[src/rtl/ahb_bus_arbiter.sv]
// ahb_bus_arbiter: round-robin AHB arbiter with per-grant hold limit.
// Ports: HCLK, HRESET (sync, active-high), HBUSREQ/HLOCK per master,
//   HTRANS, HREADY in; HGRANT (one-hot), HMASTER, HMASTLOCK out.
// Optional locked transfers: define AHB_ARB_LOCK_EN.
module ahb_bus_arbiter #(
   parameter int NUM_MASTERS    = 4,
   parameter int DEFAULT_MASTER = 0,
   parameter int MAX_HOLD       = 16
) (
   input  logic                           HCLK,
   input  logic                           HRESET,
   input  logic [NUM_MASTERS-1:0]         HBUSREQ,
   input  logic [NUM_MASTERS-1:0]         HLOCK,
   input  logic [1:0]                     HTRANS,
   input  logic                           HREADY,
   output logic [NUM_MASTERS-1:0]         HGRANT,
   output logic [$clog2(NUM_MASTERS)-1:0] HMASTER,
   output logic                           HMASTLOCK
);

   localparam int MW = $clog2(NUM_MASTERS);
   localparam int CW = (MAX_HOLD > 0) ? $clog2(MAX_HOLD + 1) : 1;

   localparam logic [MW-1:0] DEF_IDX  = MW'(DEFAULT_MASTER);
   localparam logic [CW-1:0] HOLD_MAX = CW'(MAX_HOLD);
   localparam logic [1:0]    SEQ      = 2'b11;

   localparam logic [NUM_MASTERS-1:0] DEF_GNT =
      NUM_MASTERS'(1) << DEFAULT_MASTER;

   typedef enum logic [1:0] {
      S_PARK   = 2'd0,
      S_OWNED  = 2'd1
`ifdef AHB_ARB_LOCK_EN
      ,
      S_LOCKED = 2'd2
`endif
   } state_t;

   state_t                 state_q, state_d;
   logic [MW-1:0]          owner_q, owner_d;
   logic [NUM_MASTERS-1:0] grant_q, grant_d;
   logic [CW-1:0]          cnt_q, cnt_d, cnt_inc;
   logic [MW-1:0]          mst_q;
   logic                   others;
   logic                   own_req;
   logic                   expired;

`ifdef AHB_ARB_LOCK_EN
   logic                   mlock_q;
`else
   logic                   unused_lock;
   assign unused_lock = ^HLOCK;
`endif

   // First requester after base, wrapping; base itself is tried last
   // so a lone owner re-wins its own grant at expiry.
   function automatic logic [MW-1:0] rr_pick(
      input logic [NUM_MASTERS-1:0] req,
      input logic [MW-1:0]          base
   );
      logic [MW:0] idx;
      logic        found;
      rr_pick = base;
      found   = 1'b0;
      for (int k = 1; k <= NUM_MASTERS; k++) begin
         idx = {1'b0, base} + (MW+1)'(k);
         if (idx >= (MW+1)'(NUM_MASTERS))
            idx = idx - (MW+1)'(NUM_MASTERS);
         if (!found && req[idx[MW-1:0]]) begin
            rr_pick = idx[MW-1:0];
            found   = 1'b1;
         end
      end
   endfunction

   // State register; HREADY low freezes all arbitration state.
   always_ff @(posedge HCLK) begin
      if (HRESET) begin
         state_q <= S_PARK;
         owner_q <= DEF_IDX;
         grant_q <= DEF_GNT;
         cnt_q   <= '0;
         mst_q   <= DEF_IDX;
`ifdef AHB_ARB_LOCK_EN
         mlock_q <= 1'b0;
`endif
      end else if (HREADY) begin
         state_q <= state_d;
         owner_q <= owner_d;
         grant_q <= grant_d;
         cnt_q   <= cnt_d;
         // address phase follows the grant that was on the bus
         mst_q   <= owner_q;
`ifdef AHB_ARB_LOCK_EN
         mlock_q <= HLOCK[owner_q];
`endif
      end
   end

   // Next-state logic, evaluated for a HREADY-high edge.
   always_comb begin
      others  = |(HBUSREQ & ~grant_q);
      own_req = HBUSREQ[owner_q];
      expired = (MAX_HOLD != 0) && (cnt_q == HOLD_MAX)
                && (HTRANS != SEQ);

      cnt_inc = cnt_q;
      if (state_q == S_OWNED && others && MAX_HOLD != 0
          && cnt_q != HOLD_MAX)
         cnt_inc = cnt_q + 1'b1;

      state_d = state_q;
      owner_d = owner_q;
      cnt_d   = cnt_q;

`ifdef AHB_ARB_LOCK_EN
      if (state_q == S_LOCKED) begin
         if (!HLOCK[owner_q])
            state_d = S_OWNED;
      end else if (state_q == S_OWNED && own_req
                   && HLOCK[owner_q]) begin
         state_d = S_LOCKED;
         cnt_d   = cnt_inc;
      end else
`endif
      if (!own_req || expired) begin
         cnt_d = '0;
         if (|HBUSREQ) begin
            owner_d = rr_pick(HBUSREQ, owner_q);
            state_d = S_OWNED;
         end else begin
            owner_d = DEF_IDX;
            state_d = S_PARK;
         end
      end else begin
         state_d = S_OWNED;
         cnt_d   = cnt_inc;
      end

      grant_d          = '0;
      grant_d[owner_d] = 1'b1;
   end

   // Outputs straight from registers.
   always_comb begin
      HGRANT  = grant_q;
      HMASTER = mst_q;
`ifdef AHB_ARB_LOCK_EN
      HMASTLOCK = mlock_q;
`else
      HMASTLOCK = 1'b0;
`endif
   end

endmodule
[config.mk]
export PLATFORM = sky130hd
export DESIGN_NAME = ahb_bus_arbiter
export DESIGN_NICKNAME = d
export VERILOG_FILES = /design/src/rtl/ahb_bus_arbiter.sv
export SDC_FILE = /design/constraint.sdc
export NUM_CORES = 1
export LEC_CHECK = 0
export CORE_MARGIN = 2
export CORE_UTILIZATION = 45
export CTS_CLUSTER_SIZE = 8
export DETAILED_ROUTE_END_ITERATION = 7
export PLACE_DENSITY = 0.81
export SLEW_MARGIN = 20
export SYNTH_ARGS = -nofsm -noshare
export SYNTH_HDL_FRONTEND = slang
export SYNTH_SLANG_ARGS = --single-unit
[constraint.sdc]
create_clock -name HCLK -period 6.2 [get_ports HCLK]
set_clock_uncertainty 0.2 [all_clocks]
set_input_delay 0.62 -clock HCLK [delete_from_list [all_inputs] [get_ports HCLK]]
set_output_delay 0.62 -clock HCLK [all_outputs]
set_load 0.01 [all_outputs]
==> After elaboration in Yosys (flattened, before gate mapping) <==
Cells that the tools add are included.
{ "word_totals": {"output_inout_bits": 7, "reg_bits": 15, "in_bits": 13, "word_cells": 90} }
{ "op_classes": {"n_eq_ne": 4, "order_cmp": 11, "mux": 43, "bitwise_logic": 2, "reduce_logical": 16, "n_addsub": 9} }
{ "ops": {"columns": ["cell", "n"], "rows": [
  ["$mux 2", 19],
  ["$lt 2x3->1 const B", 6],
  ["$mux 1", 16],
  ["$ge 3x3->1 const B", 4],
  ["$bmux 1 s2", 5],
  ["$mux 5", 2],
  ["$reduce_or 4->1", 2],
  ["$sub 2x1->2 const B", 4],
  ["$logic_and 1x1->1", 7],
  ["$add 2x2->3 const B", 2],
  ["$add 5x1->5 const B", 1],
  ["$eq 5x5->1 const B", 1],
  ["$ne 5x5->1 const B", 1],
  ["$and 4x4->4", 1],
  ["$logic_not 1->1", 4],
  ["$not 4->4", 1],
  ["$add 2x1->3 const B", 1],
  ["$add 2x3->3 const B", 1],
  ["$demux 1 s2", 1],
  ["$eq 2x1->1 const B", 1],
  ["$ge 2x1->1 const B", 1],
  ["$ne 2x2->1 const B", 1],
  ["$reduce_and 2->1", 1],
  ["$reduce_bool 2->1", 1],
  ["$logic_or 1x1->1", 1]
]} }

==> Longest topological paths before layout <==
Gate-level depths: netlist of run 1.
{ "logic_depth": {"depth_word": 29, "depth_mapped": 8, "depth_no_buf": 8} }

==> Worst setup path before layout of run 1 <==
No wires, ideal clock.
{ "synth_timing": {"path_kind": "in2reg", "from": "input port HBUSREQ[3]", "to": "register grant_q[0], in the netlist HGRANT[0]", "path_stages": 7, "n_path_buf": 1, "slack_ns": 3.696, "arrival_time_ns": 2.182, "cell_sequence": "buf_6 -> mux4_2 -> o21ai_2 -> o311ai_1 -> a211o_1 -> mux2i_4 -> a221o_1"} }
{ "synth_between": {"elab_chain_cells": 24, "word_cells_on_any_way": 39, "classes_between": "order compare: 2; mux: 27; reduce/logical: 10"} }
{ "synth_rtl": {"columns": ["item", "line_no", "rtl"], "rows": [
  ["from (decl)", "12", "input logic [NUM_MASTERS-1:0] HBUSREQ,"],
  ["$bmux 1 s2", "70", "if (!found && req[idx[MW-1:0]]) begin"],
  ["$mux 1 (not written as such)", "70", null],
  ["$mux 1", "70", null],
  ["$mux 1", "129", "if (|HBUSREQ) begin"],
  ["$mux 1", "127", "if (!own_req || expired) begin"],
  ["$logic_not 1->1", "70", null],
  ["$logic_and 1x1->1", "70", null],
  ["$mux 1", "70", null],
  ["(+8 left out)", null, null],
  ["$logic_and 1x1->1", "70", null],
  ["$mux 2", "70", null],
  ["$mux 2", "129", null],
  ["$mux 2 (*)", "127", null],
  ["$lt 2x3->1 (not written as such) / $ge 2x1->1 (equally long branches)", "142", "grant_d[owner_d] = 1'b1;"],
  ["$logic_and 1x1->1 (not written as such)", "142", null],
  ["$mux 1 (not written as such)", "142", null],
  ["$demux 1 s2 (*)", "142", null],
  ["to (signal assigned)", "91", "grant_q <= grant_d;"],
  ["to (decl)", "42", "logic [NUM_MASTERS-1:0] grant_q, grant_d;"]
]} }
Mark *: on every way between the ends. The rest lies on a longest branch, timed or not. The select of a mux whose other input is x is not followed.
A chain may end at the register's enable or synchronous reset.

==> Worst setup path in the final report of run 1 <==
{ "layout_timing": {"from": "input port HBUSREQ[1]", "to": "register grant_q[0], in the netlist HGRANT[0]"} }
The elaborated chain is that of the path after synthesis.

==> out/metrics.yaml, run 1 <==
setup_path:
  worstPathArrival_ps: 2810
  crit_path_start_kind: "input pin"
  setup.worst_path.end_class: "flip-flop"
  reg2reg_depth: 6
  cp_max_fo: 11
  crit_required_ps: 6170
  rr_endpoint: "HGRANT[0]"
  crit-reg2reg-launch: "owner_q[0]"
  r2r_slack_ps: 3610
  crit_type: "input pin to flip-flop"
sta:
  fmaxAchievable_mhz: 353
  drv_slew: 0
  tightest_slew_ps: 531
  fin_tns_setup_ps: 0
  period_share_pct: 45.8
  fin_crit_ps: 2840
  grt_setup_unrepaired: "no"
  timing.final.ws_setup_ps: 3360
  hold_viol_final: 0
  setup_viol: 0
  relSlewSlack_pct: 64.3
clocking:
  cts_hold_buf: 0
  cts_root_buf: "clkbuf_4"
  clock_sinks: 14
  path_clk_slew_ps: 80
  cts_resized: 0
  numCtsBuffers: 3
  clk_latency_ps: 280
  cts_setup_buffers: 0
  cts_max_level: 1
  cts_tree: "built"
  clockBufferDepth: 2
route:
  drc: 0
  detail-route-antenna-nets: 0
  drtPass1Iterations: 4
  vias_per_cell: 5.52
  wire_per_inst_um: 12.7
  vias: 773
  drt_iter0_markers: 17
  drt-total-wl_mm: 1.78
synth:
  ys_warn_count: 0
  netlist_area_um2: 881
  synth_seq_area_share_pct: 31.8
  synth_cell_types: 46
  syn_area_per_cell_um2: 8.47
  ys_ff_latch: 14
  synthCells: 104
  syn_nets: 119
min_path:
  holdPathEnd: "state_q[0]"
  hold_start: "state_q[0]"
  min_path_cells: 2
  hold_path.class: "flip-flop to flip-flop"
die:
  die_h_um: 48.2
  rows: 16
  die_x_um: 48.2
  initial_core_util_pct: 46.3
  io_pins: 20
  core_mm2: 0.00190
  die-area_mm2: 0.00233
global_routing:
  antenna_found_initial: 0
  gr-usage-all-layers_pct: 17.3
  grt_pass1_vias: 657
  grt_first_pass_wirelength_mm: 2.77
  grt_max_degree: 15
  grt-ovfl-total: 0
placement:
  detailedPlacementHpwl_mm: 1.32
  dp.cells: 137
  numPortBuffers: 14
  pre_cts_ws_ps: 3060
  place.gp.congestion: 0.751
  postPlaceCellArea_mm2: 0.00100
final_layout:
  final_cells: 140
  num_antenna_cells: 0
  final_area_mm2: 0.00103
  multi_input_area_um2: 519
  fillers: 183
  finish.net_count: 130
  drive_gt1_share_pct: 7.08
  regArea_um2: 280
  area_growth_pct: 16.5
power:
  cellLeakagePower_nw: 0.386
  power_density_mw_per_mm2: 204
  p_int_w: 0.000147
  power_frac_comb_pct: 26.8
  switching_share_pct: 29.7
  power_frac_seq_pct: 49.0
  p_sw_w: 0.0000623
  share_clk_of_total_power_pct: 24.2
  peakVddDrop_mv: 0.142
flow_run:
  max_cap_violations: 0
status:
  status: "completed"
==> placed cells by master, fill, tap and decap left out, types with 3 or more instances in the layout <==
cell             netlist  layout
nand2_1                7       7
dfxtp_1               14      14
inv_1                  8       8
clkdlybuf4s50_1        0      14
nor2_1                12      12
nor3_1                 3       3
clkbuf_4               0       3
nand2b_1               6       6
==> how the worst max path moves through the flow <==
stage                     startpoint   endpoint  slack (ps)  cells past startpoint
after floorplan           HBUSREQ[3]  HGRANT[0]        3700                      7
after global placement    HBUSREQ[1]  HGRANT[0]        3100                      7
after detailed placement  HBUSREQ[0]  HGRANT[0]        3060                      7
after CTS                 HBUSREQ[0]  HGRANT[0]        3350                      7
after global routing      HBUSREQ[1]  HGRANT[0]        3260                      7
final                     HBUSREQ[1]  HGRANT[0]        3360                      7
==> synthesized netlist by cell type (all sizes together) <==
cell type	number	area share (%)
xnor2	2	2.0
a22oi	1	0.85
conb	1	0.43
nand2b	6	4.3
o2111ai	1	0.99
o21a	1	0.85
a221o	2	2.3
and2	1	0.71
nand2	7	3.0
dfxtp	14	32
a211oi	2	1.7
nor3	3	1.7
nor3b	1	0.85
nor2	12	5.1
a211o	1	0.99
nor4bb	1	1.1
o21ai	4	2.7
nor2b	2	1.4
o22ai	2	1.4
clkbuf	1	0.43
or3	1	0.71
nand3	2	1.1
nor4	1	0.71
and3	2	1.4
o32ai	2	2.0
ha	2	2.8
buf	7	5.4
mux2i	3	4.8
nor4b	1	0.99
a41o	1	1.1
mux2	1	1.3
o311ai	1	0.99
a21oi	1	0.57
mux4	1	2.6
inv	8	3.4
nand4b	1	0.99
xor2	1	0.99
nand3b	1	0.85
nand4bb	1	1.3
o221a	1	1.3
==> power groups by stage <==
stage          logic (W)  registers, W  clock network, W
2_1_floorplan  0.0000424      0.000102                 0
3_3_place_gp   0.0000544      0.000104                 0
3_5_place_dp   0.0000562      0.000105                 0
4_1_cts        0.0000565      0.000103         0.0000517
5_1_grt        0.0000621      0.000104         0.0000546
6_report       0.0000561      0.000103         0.0000508
==> cells by family (layout without fill, tap and decap cells) <==
logic type               after synthesis  after routing  share of synthesized area [%]
AND/OR/NAND/NOR                       43             43                           26.3
AO/OA/AOI/OAI                         20             20                           17.8
buffers and inverters                 16             25                           9.23
flip-flops                            14             14                           31.8
multiplexers                           5              5                           8.66
XOR/XNOR                               3              3                           2.98
adder cells (fa/ha/maj)                2              2                           2.84
other                                  1              1                          0.426
==> critical path, cell delays in order <==
cell and delay, ps:
clkdlybuf4s50_1 570, mux4_2 520, o21ai_2 100, o311ai_1 170, a211o_1 310, mux2i_4 220
a221o_1 300
==> flip-flops by register name, summed over array words and instances (netlist names) <==
register  flops
HGRANT        4
owner_q       2
HMASTER       2
cnt_q         5
state_q       1
==> cell type report <==
cell class / instances / share of cell area [%]
Sequential cell: 14 / 27.3
Multi-Input combinational cell: 74 / 50.6
Timing Repair Buffer: 14 / 13.7
Inverter: 8 / 2.93
Clock buffer: 3 / 2.20
Tap cell: 27 / 3.29
==> per-stage QoR <==
| step | power (W) | util (%) | hold WS, ps |
|---|---|---|---|
| after floorplan | 0.000145 | - | 259 |
| after global placement | 0.000159 | 52.8 | 273 |
| after detailed placement | 0.000161 | 52.8 | 291 |
| after CTS | 0.000211 | 53.9 | 303 |
| after global routing | 0.000221 | 53.9 | 322 |
| final | 0.000210 | 53.9 | 301 |
==> per-layer routing <==
metal / vias to the layer above / wire length [µm] / GRT usage, %
li1: 389 / - / -
met1: 359 / 837 / 22.5
met3: 5 / 72 / 3.33
met2: 20 / 822 / 26.6
met5: - / 0 / 0
met4: 0 / 48 / 9.73
Power figures use the tool's default switching activity.
==> run 2: changes to the inputs <==
CORE_UTILIZATION = 44   (was 45)
PLACE_DENSITY = 0.82   (was 0.81)
clock period = 2.3 ns   (was 6.2 ns; I/O delays follow)
==> out/metrics.yaml, run 2 (same netlist as run 1, synthesis figures left out) <==
status:
  status: "completed"
route:
  drc: 0
  wl_met3_um: 95
  drtPass1Iterations: 7
  drt-total-wl_mm: 1.99
  detail-route-antenna-nets: 0
  wire_per_inst_um: 12.8
  drt_iter0_markers: 21
  highest_layer: "met4"
  wl_met1_um: 906
  vias: 841
  vias_per_cell: 5.43
  wl_met2_um: 971
flow_run:
  max_cap_violations: 0
global_routing:
  gr-usage-all-layers_pct: 18.0
  grt-ovfl-total: 0
  antenna_found_initial: 0
  grt_first_pass_wirelength_mm: 3.42
  grt_max_degree: 13
  grt_pass1_vias: 832
sta:
  fin_tns_setup_ps: 0
  hold_ws_ps: 307
  setup_viol: 0
  fmaxAchievable_mhz: 443
  period_share_pct: 98.2
  grt_setup_unrepaired: "yes"
  hold_viol_final: 0
  drv_slew: 0
  fin_crit_ps: 2260
die:
  initial_core_util_pct: 45.8
  core_mm2: 0.00192
  rows: 16
  io_pins: 20
  die-area_mm2: 0.00238
  die_x_um: 48.7
  die_h_um: 48.7
clocking:
  clockBufferDepth: 2
  cts_hold_buf: 0
  numCtsBuffers: 3
  cts_root_buf: "clkbuf_4"
  clock_sinks: 14
  cts_max_level: 1
  path_clk_slew_ps: 80
  clk_latency_ps: 280
  cts_tree: "built"
power:
  p_sw_w: 0.000179
  switching_share_pct: 29.7
  power_frac_seq_pct: 44.9
  p_int_w: 0.000425
  cellLeakagePower_nw: 0.470
  peakVddDrop_mv: 0.339
  power_frac_comb_pct: 32.1
  share_clk_of_total_power_pct: 23.0
  power_density_mw_per_mm2: 525
final_layout:
  largest_register_ffs: 5
  final_common_cell: "buf_4"
  largest_register: "cnt_q"
  finish.net_count: 145
  drive_gt1_share_pct: 19.5
  final_cell_mix: "buf_4 (15), dfxtp_1 (13), clkdlybuf4s50_1 (13), nor2_1 (12), inv_1 (8)"
  num_antenna_cells: 0
  area_growth_pct: 30.5
  fillers: 180
setup_path:
  cp_max_fo: 5
  r2r_slack_ps: 60
  crit_path_start: "HBUSREQ[2]"
  crit_required_ps: 2270
  crit_chain: "clkdlybuf4s50_1 > mux4_2 > o21ai_2 > o311ai_2 > a211o_1 > mux2i_4 > a221o_1"
  rr_endpoint: "HGRANT[0]"
  cp-endpoint: "HGRANT[0]"
  crit-reg2reg-launch: "owner_q[0]"
  crit_path_start_kind: "input pin"
  setup.worst_path.end_class: "flip-flop"
  reg2reg_depth: 6
  crit_type: "input pin to flip-flop"
  worstPathArrival_ps: 2230
  crit_slowest_cell: "mux4_2"
  critPathMaxStageDelay_ps: 500
placement:
  place.gp.congestion: 0.834
  detailedPlacementHpwl_mm: 1.53
  numPortBuffers: 14
min_path:
  hold_path.class: "flip-flop to flip-flop"
==> run 2: cell count changes in the layout (fill, tap and decap cells not counted), sizes merged <==
cell,change
buf,+15
clkdlybuf4s50,-1
dlymetal6s2s,+1
==> run 2: what timing repair did <==
| action | in CTS | in global routing |
|---|---|---|
| setup endpoints to repair | 0 | 5 |
| endpoints found under the hold margin | 0 | 0 |
| setup buffers | 0 | 1 |
| gates resized for setup | 0 | 3 |
==> run 2: power groups by stage <==
stage	Combinational, W	Clock [W]	Sequential (W)
2_1_floorplan	0.000114	0	0.000276
3_3_place_gp	0.000181	0	0.000275
3_5_place_dp	0.000186	0	0.000277
4_1_cts	0.000188	0.000140	0.000271
5_1_grt	0.000211	0.000150	0.000273
6_report	0.000194	0.000139	0.000271
==> run 2: worst min path at each step <==
| stage | startpoint | endpoint | slack (ps) | cells past startpoint |
|---|---|---|---|---|
| floorplan | HREADY | owner_q[0] | 250 | 3 |
| global placement | state_q[0] | state_q[0] | 270 | 2 |
| detailed placement | HMASTER[1] | HMASTER[1] | 290 | 2 |
| CTS | HGRANT[1] | HGRANT[1] | 310 | 2 |
| global route | state_q[0] | state_q[0] | 340 | 2 |
| finish | HGRANT[1] | HGRANT[1] | 310 | 2 |
==> run 2: through the flow <==
step / power [W] / area, µm² / utilization, % / setup slack [ps] / instances
2_1_floorplan: 0.000390 / 881 / - / 118 / 104
3_3_place_gp: 0.000456 / 1110 / 57.7 / -208 / 151
3_5_place_dp: 0.000463 / 1110 / 57.7 / -240 / 151
4_1_cts: 0.000599 / 1130 / 58.9 / 37.6 / 154
5_1_grt: 0.000634 / 1150 / 59.8 / -5.37 / 155
6_report: 0.000604 / 1150 / 59.8 / 41.9 / 155
==> run 2: worst max-delay path: cells and delay by family <==
kind | cells | cell delay, ps
muxes | 2 | 710
AOI/OAI and AO/OA | 4 | 840
buffers and inverters | 1 | 450
==> run 2: layer usage <==
metal | vias up | track usage (%)
met5 | - | 0
met4 | 0 | 4.29
met3 | 4 | 4.63
met2 | 24 | 32.2
met1 | 399 | 21.3
li1 | 414 | -
==> run 2: layout make-up <==
type	instances	area, µm²	share of cell area, %
sequential	14	282	24.5
clock buffer	3	22.5	1.96
inverter	8	30.0	2.61
multi-input combinational	74	527	45.8
tap	27	33.8	2.94
timing repair buffer	29	255	22.2
==> RTL change 1: new RTL, settings of run 1 <==
Add a define of `AHB_ARB_LOCK_EN`.
--- a/src/rtl/ahb_bus_arbiter.sv
+++ b/src/rtl/ahb_bus_arbiter.sv
@@ -3,4 +3,6 @@
 //   HTRANS, HREADY in; HGRANT (one-hot), HMASTER, HMASTLOCK out.
 // Optional locked transfers: define AHB_ARB_LOCK_EN.
+`define AHB_ARB_LOCK_EN
+
 module ahb_bus_arbiter #(
    parameter int NUM_MASTERS    = 4,
Formal check against the unedited RTL: not equivalent (Yosys sat finds a counterexample within 4 cycles, from zero or initial values and one cycle with HRESET high).
==> RTL change 1 against run 1 <==
- design area rose by 20%
- sequential cell count rose by 2
- total power increased by 23%
- worst setup slack gained 100 ps
- synthesized area is 15% higher
- first-iteration DRC count rose by 5.9%
- global-route usage rose by 0.74 points
- wire length increased by 21%
- count of clock-buffer cells in the layout is 1 higher
- critical endpoint is now HGRANT[2]
- largest cell class unchanged
==> RTL change 1: results (changes against run 1) <==
place:
  gp_congestion: 0.834  # +11%
  io_buffers: 19  # +5
  post-dp-hpwl_um: 1590  # +20%
layout:
  fin_nets: 152  # +17%
  nFillCells: 204  # +11%
  drive_gt1_share_pct: 8.09  # +1.0 points
grt:
  grt_pass1_vias: 833  # +27%
  gr-usage-met1_pct: 22.9  # +0.34 points
  grt_pass1_wl_um: 3580  # +29%
  track_usage_pct: 18.0  # +0.74 points
  grt_max_degree: 17  # +2
  use_met2_pct: 29.3  # +2.7 points
synth:
  synth_top_cells_by_count: "nor2_1 (17), dfxtp_1 (16), a21oi_1 (7), inv_1 (7), nand2_1 (7)"
  synth_xor_area_share_pct: 3.47  # +0.49 points
  synth_area_leaders: "dfxtp_1 (32%), nor2_1 (6.3%), mux2i_1 (5.9%), nor3b_1 (3.7%), a21oi_1 (3.5%)"
  yosysUniqueCellTypes: 44  # -4.3%
  synthAdderAreaFrac_pct: 2.48  # -0.36 points
  syn_avg_cell_area_um2: 8.41  # -0.65%
  synth_compound_area_share_pct: 20.6  # +2.8 points
  synth-seq-area-share_pct: 31.7  # -0.096 points
  synth.mux.area_fraction_pct: 8.18  # -0.49 points
power_and_ir_drop:
  p_leak_nw: 0.451  # +17%
  peakVddDrop_mv: 0.152  # +7.0%
drt:
  drt_iter0_markers: 18  # +1
  route.met2.wl_um: 1020  # +24%
  avgViaCountPerCell: 5.45  # -1.3%
  dr_wl_met3_um: 62  # -14%
  wl_met1_um: 1030  # +23%
timing:
  worst_pin_slew_ps: 657  # +126 ps
cts:
  path_clk_slew_ps: 100  # +20 ps
run_status:
  status: "finished, final reports clean"
## RTL change 1: cell count changes after synthesis, moves of 3 or more
cell,before,now
nor2_1,12,17
clkbuf_1,1,4
a21oi_1,1,7
nand2b_1,6,2
nor3b_1,1,5
mux2i_1,2,6
nand4_1,0,3
## RTL change 1: final cells by class
class                      count  area (um2)  share of cell area [%]
clock buffer                   4        36.3                    2.94
inverter                       7        26.3                    2.13
multi-input combinational     90         628                    50.8
sequential                    16         320                    25.9
tap                           28        35.0                    2.83
timing repair buffer          19         190                    15.4
## RTL change 1: power by group through the flow
stage | registers [mW] | clock network [mW] | logic, mW
finish | 0.119 | 0.0704 | 0.0689
global route | 0.121 | 0.0742 | 0.0764
CTS | 0.119 | 0.0713 | 0.0688
detailed placement | 0.122 | 0 | 0.0686
global placement | 0.121 | 0 | 0.0677
floorplan | 0.117 | 0 | 0.0497
## RTL change 1: final timing paths
| path | startpoint | endpoint | slack [ps] | cells past startpoint |
|---|---|---|---|---|
| max | HBUSREQ[3] | HGRANT[2] | 3460 | 6 |
| min | HMASTLOCK | HMASTLOCK | 300 | 2 |
| max reg2reg | owner_q[0] | HGRANT[2] | 3500 | 5 |
| min reg2reg | HMASTLOCK | HMASTLOCK | 300 | 2 |
## RTL change 1: per-stage QoR
stage	hold WS, ps	worst slack [ps]	util [%]	area [um2]
after detailed placement	291	3160	55.3	1200
final	301	3460	57.0	1240
after global routing	332	3320	57.0	1240
after CTS	309	3470	57.0	1240
after global placement	281	3190	55.3	1200
after floorplan	272	3740	-	1010
## RTL change 1: worst max-delay path, stage by stage
cell,delay (ps)
clkdlybuf4s50_1,540
mux4_2,570
or2_0,240
o31a_2,160
o211a_1,290
o41ai_2,320
==> RTL change 2: new RTL, settings of run 1 <==
Made on the original files. Compare `cnt_q` against `HOLD_MAX` with >= in place of ==.
--- a/src/rtl/ahb_bus_arbiter.sv
+++ b/src/rtl/ahb_bus_arbiter.sv
@@ -103,5 +103,5 @@
       others  = |(HBUSREQ & ~grant_q);
       own_req = HBUSREQ[owner_q];
-      expired = (MAX_HOLD != 0) && (cnt_q == HOLD_MAX)
+      expired = (MAX_HOLD != 0) && (cnt_q >= HOLD_MAX)
                 && (HTRANS != SEQ);
 
Function: no difference found for any inputs over 10 cycles, from zero or initial values and one cycle with HRESET high; that may be too few to reach the edited logic, so the function may still have changed.
==> RTL change 2 against run 1 <==
- sequential cell count is the same
- via count rose by 0.39%
- non-clock buffer count unchanged
- critical path type unchanged
- synthesized area grew 9.2%
- worst setup slack worse by 37 ps
- count of clock-buffer cells in the layout up 1
- hold slack got worse by 3.1 ps
- design area is 3.7% higher
- wire length is 4.4% higher
- total power rose by 7.7%
- sequential power about the same
==> RTL change 2: results (changes against run 1) <==
run_status:
  status: "finished, final reports clean"
layout:
  largest_reg_flops: 5  # unchanged
  drive_gt1_share_pct: 15.8  # +8.7 points
  diodes: 0  # unchanged
  fin_nets: 130  # unchanged
  top_register: "cnt_q"
  nFillCells: 187  # +2.2%
grt:
  grt_pass1_wl_um: 3090  # +12%
  antenna_found_initial: 0  # unchanged
  use_met3_pct: 2.98  # -0.36 points
  grt_pass1_vias: 697  # +6.1%
  gr-usage-met1_pct: 19.7  # -2.8 points
  track_usage_pct: 16.0  # -1.3 points
  use_met2_pct: 27.0  # +0.39 points
  grt_max_degree: 15  # unchanged
timing:
  worst_pin_slew_ps: 513  # -17.9 ps
  hold_viol_final: 0  # unchanged
synth:
  yosysUniqueCellTypes: 48  # +4.3%
  synth_top_cells_by_count: "dfxtp_1 (14), nor2_1 (11), inv_1 (8)"
  syn_nets: 119  # unchanged
  synth_area_leaders: "dfxtp_1 (29%), nor2_1 (4.3%), buf_6 (3.5%), bufbuf_16 (3.4%), nand2b_1 (3.3%)"
  async_reset_ff_share_pct: 0  # unchanged
  synth-seq-area-share_pct: 29.1  # -2.7 points
  ys.flop_type: "dfxtp_1"
  ys_warn_count: 0  # unchanged
hold_path:
  holdCritPathClass: "reg2reg"
drt:
  dr_wl_met3_um: 47  # -35%
  route.met2.wl_um: 911  # +11%
  firstDrtPassIters: 4  # unchanged
  wl_met1_um: 892  # +6.6%
  route.detailed.wl_per_inst_um: 13.2  # +3.7%
  drt_iter0_markers: 10  # -7
  dr.max_layer_used: "met4"
  vias: 776  # +0.39%
critical_path:
  crit_family: "multiplexers"
  crit_path_top_delay_cell: "clkdlybuf4s50_1"
  cp_slowest_stage_delay_ps: 600  # +30 ps
  worstPathArrival_ps: 2840  # +30 ps
  cp_max_fo: 11  # unchanged
cts:
  postCtsSetupRepairBufs: 0  # unchanged
  root_buffer: "clkbuf_4"
  path_clk_slew_ps: 80  # about the same
  clk_path_buf_depth: 2  # unchanged
  clk_latency_ps: 280  # about the same
  htree_levels: 1  # unchanged
  cts_resized: 0  # unchanged
  cts_made_buffers: 3  # unchanged
place:
  io_buffers: 14  # unchanged
  post-dp-hpwl_um: 1350  # +2.4%
  gp_congestion: 0.764  # +1.7%
power_and_ir_drop:
  p_sw_share_pct: 28.6  # -1.0 points
  p_leak_nw: 0.389  # +0.93%
  peakVddDrop_mv: 0.186  # +31%
flow_run:
  cap_violations: 0  # unchanged
-- RTL change 2: worst min-delay path, cell delays in order (launching register included) --
cell and delay (ps):
dfxtp_1 330, mux2i_1 60, nor2_1 70
-- RTL change 2: area by class of cell --
class                      instances  area share [%]
multi-input combinational         74            51.1
sequential                        14            26.4
timing repair buffer              14            13.2
clock buffer                       4            3.41
tap                               27            3.18
inverter                           8            2.82
-- RTL change 2: path summary, 6_finish.rpt --
check	end	slack (ps)	startpoint	cells past startpoint
min	HMASTER[1]	300	HMASTER[1]	2
max reg2reg	HGRANT[0]	3630	owner_q[0]	6
max	HGRANT[0]	3330	HBUSREQ[1]	7
min reg2reg	HMASTER[1]	300	HMASTER[1]	2
-- RTL change 2: logic make-up after synthesis --
group                      Yosys count  synth area share (%)
buffers and inverters               16                  14.4
and+or+nand+nor                     41                  24.3
muxes                                5                  7.93
xor gates and xnor gates             2                  1.82
DFF                                 14                  29.1
AOI/OAI and AO/OA                   23                  19.4
adders and majority gates            2                  2.60
other                                1                 0.390
-- RTL change 2: power by group through the flow --
stage                     logic (mW)  clock network (mW)  registers, mW
after floorplan               0.0485                   0          0.103
after global placement        0.0554                   0          0.105
after detailed placement      0.0571                   0          0.105
after CTS                     0.0578              0.0687          0.103
after global routing          0.0626              0.0720          0.104
final                         0.0577              0.0652          0.103
-- RTL change 2: per-stage QoR --
stage | worst slack (ps) | instance area (um2) | cells | total power [mW]
finish | 3330 | 1060 | 141 | 0.226
global route | 3260 | 1060 | 141 | 0.239
CTS | 3340 | 1060 | 141 | 0.229
detailed placement | 3050 | 1030 | 137 | 0.162
global placement | 3100 | 1030 | 137 | 0.160
floorplan | 3690 | 962 | 104 | 0.151
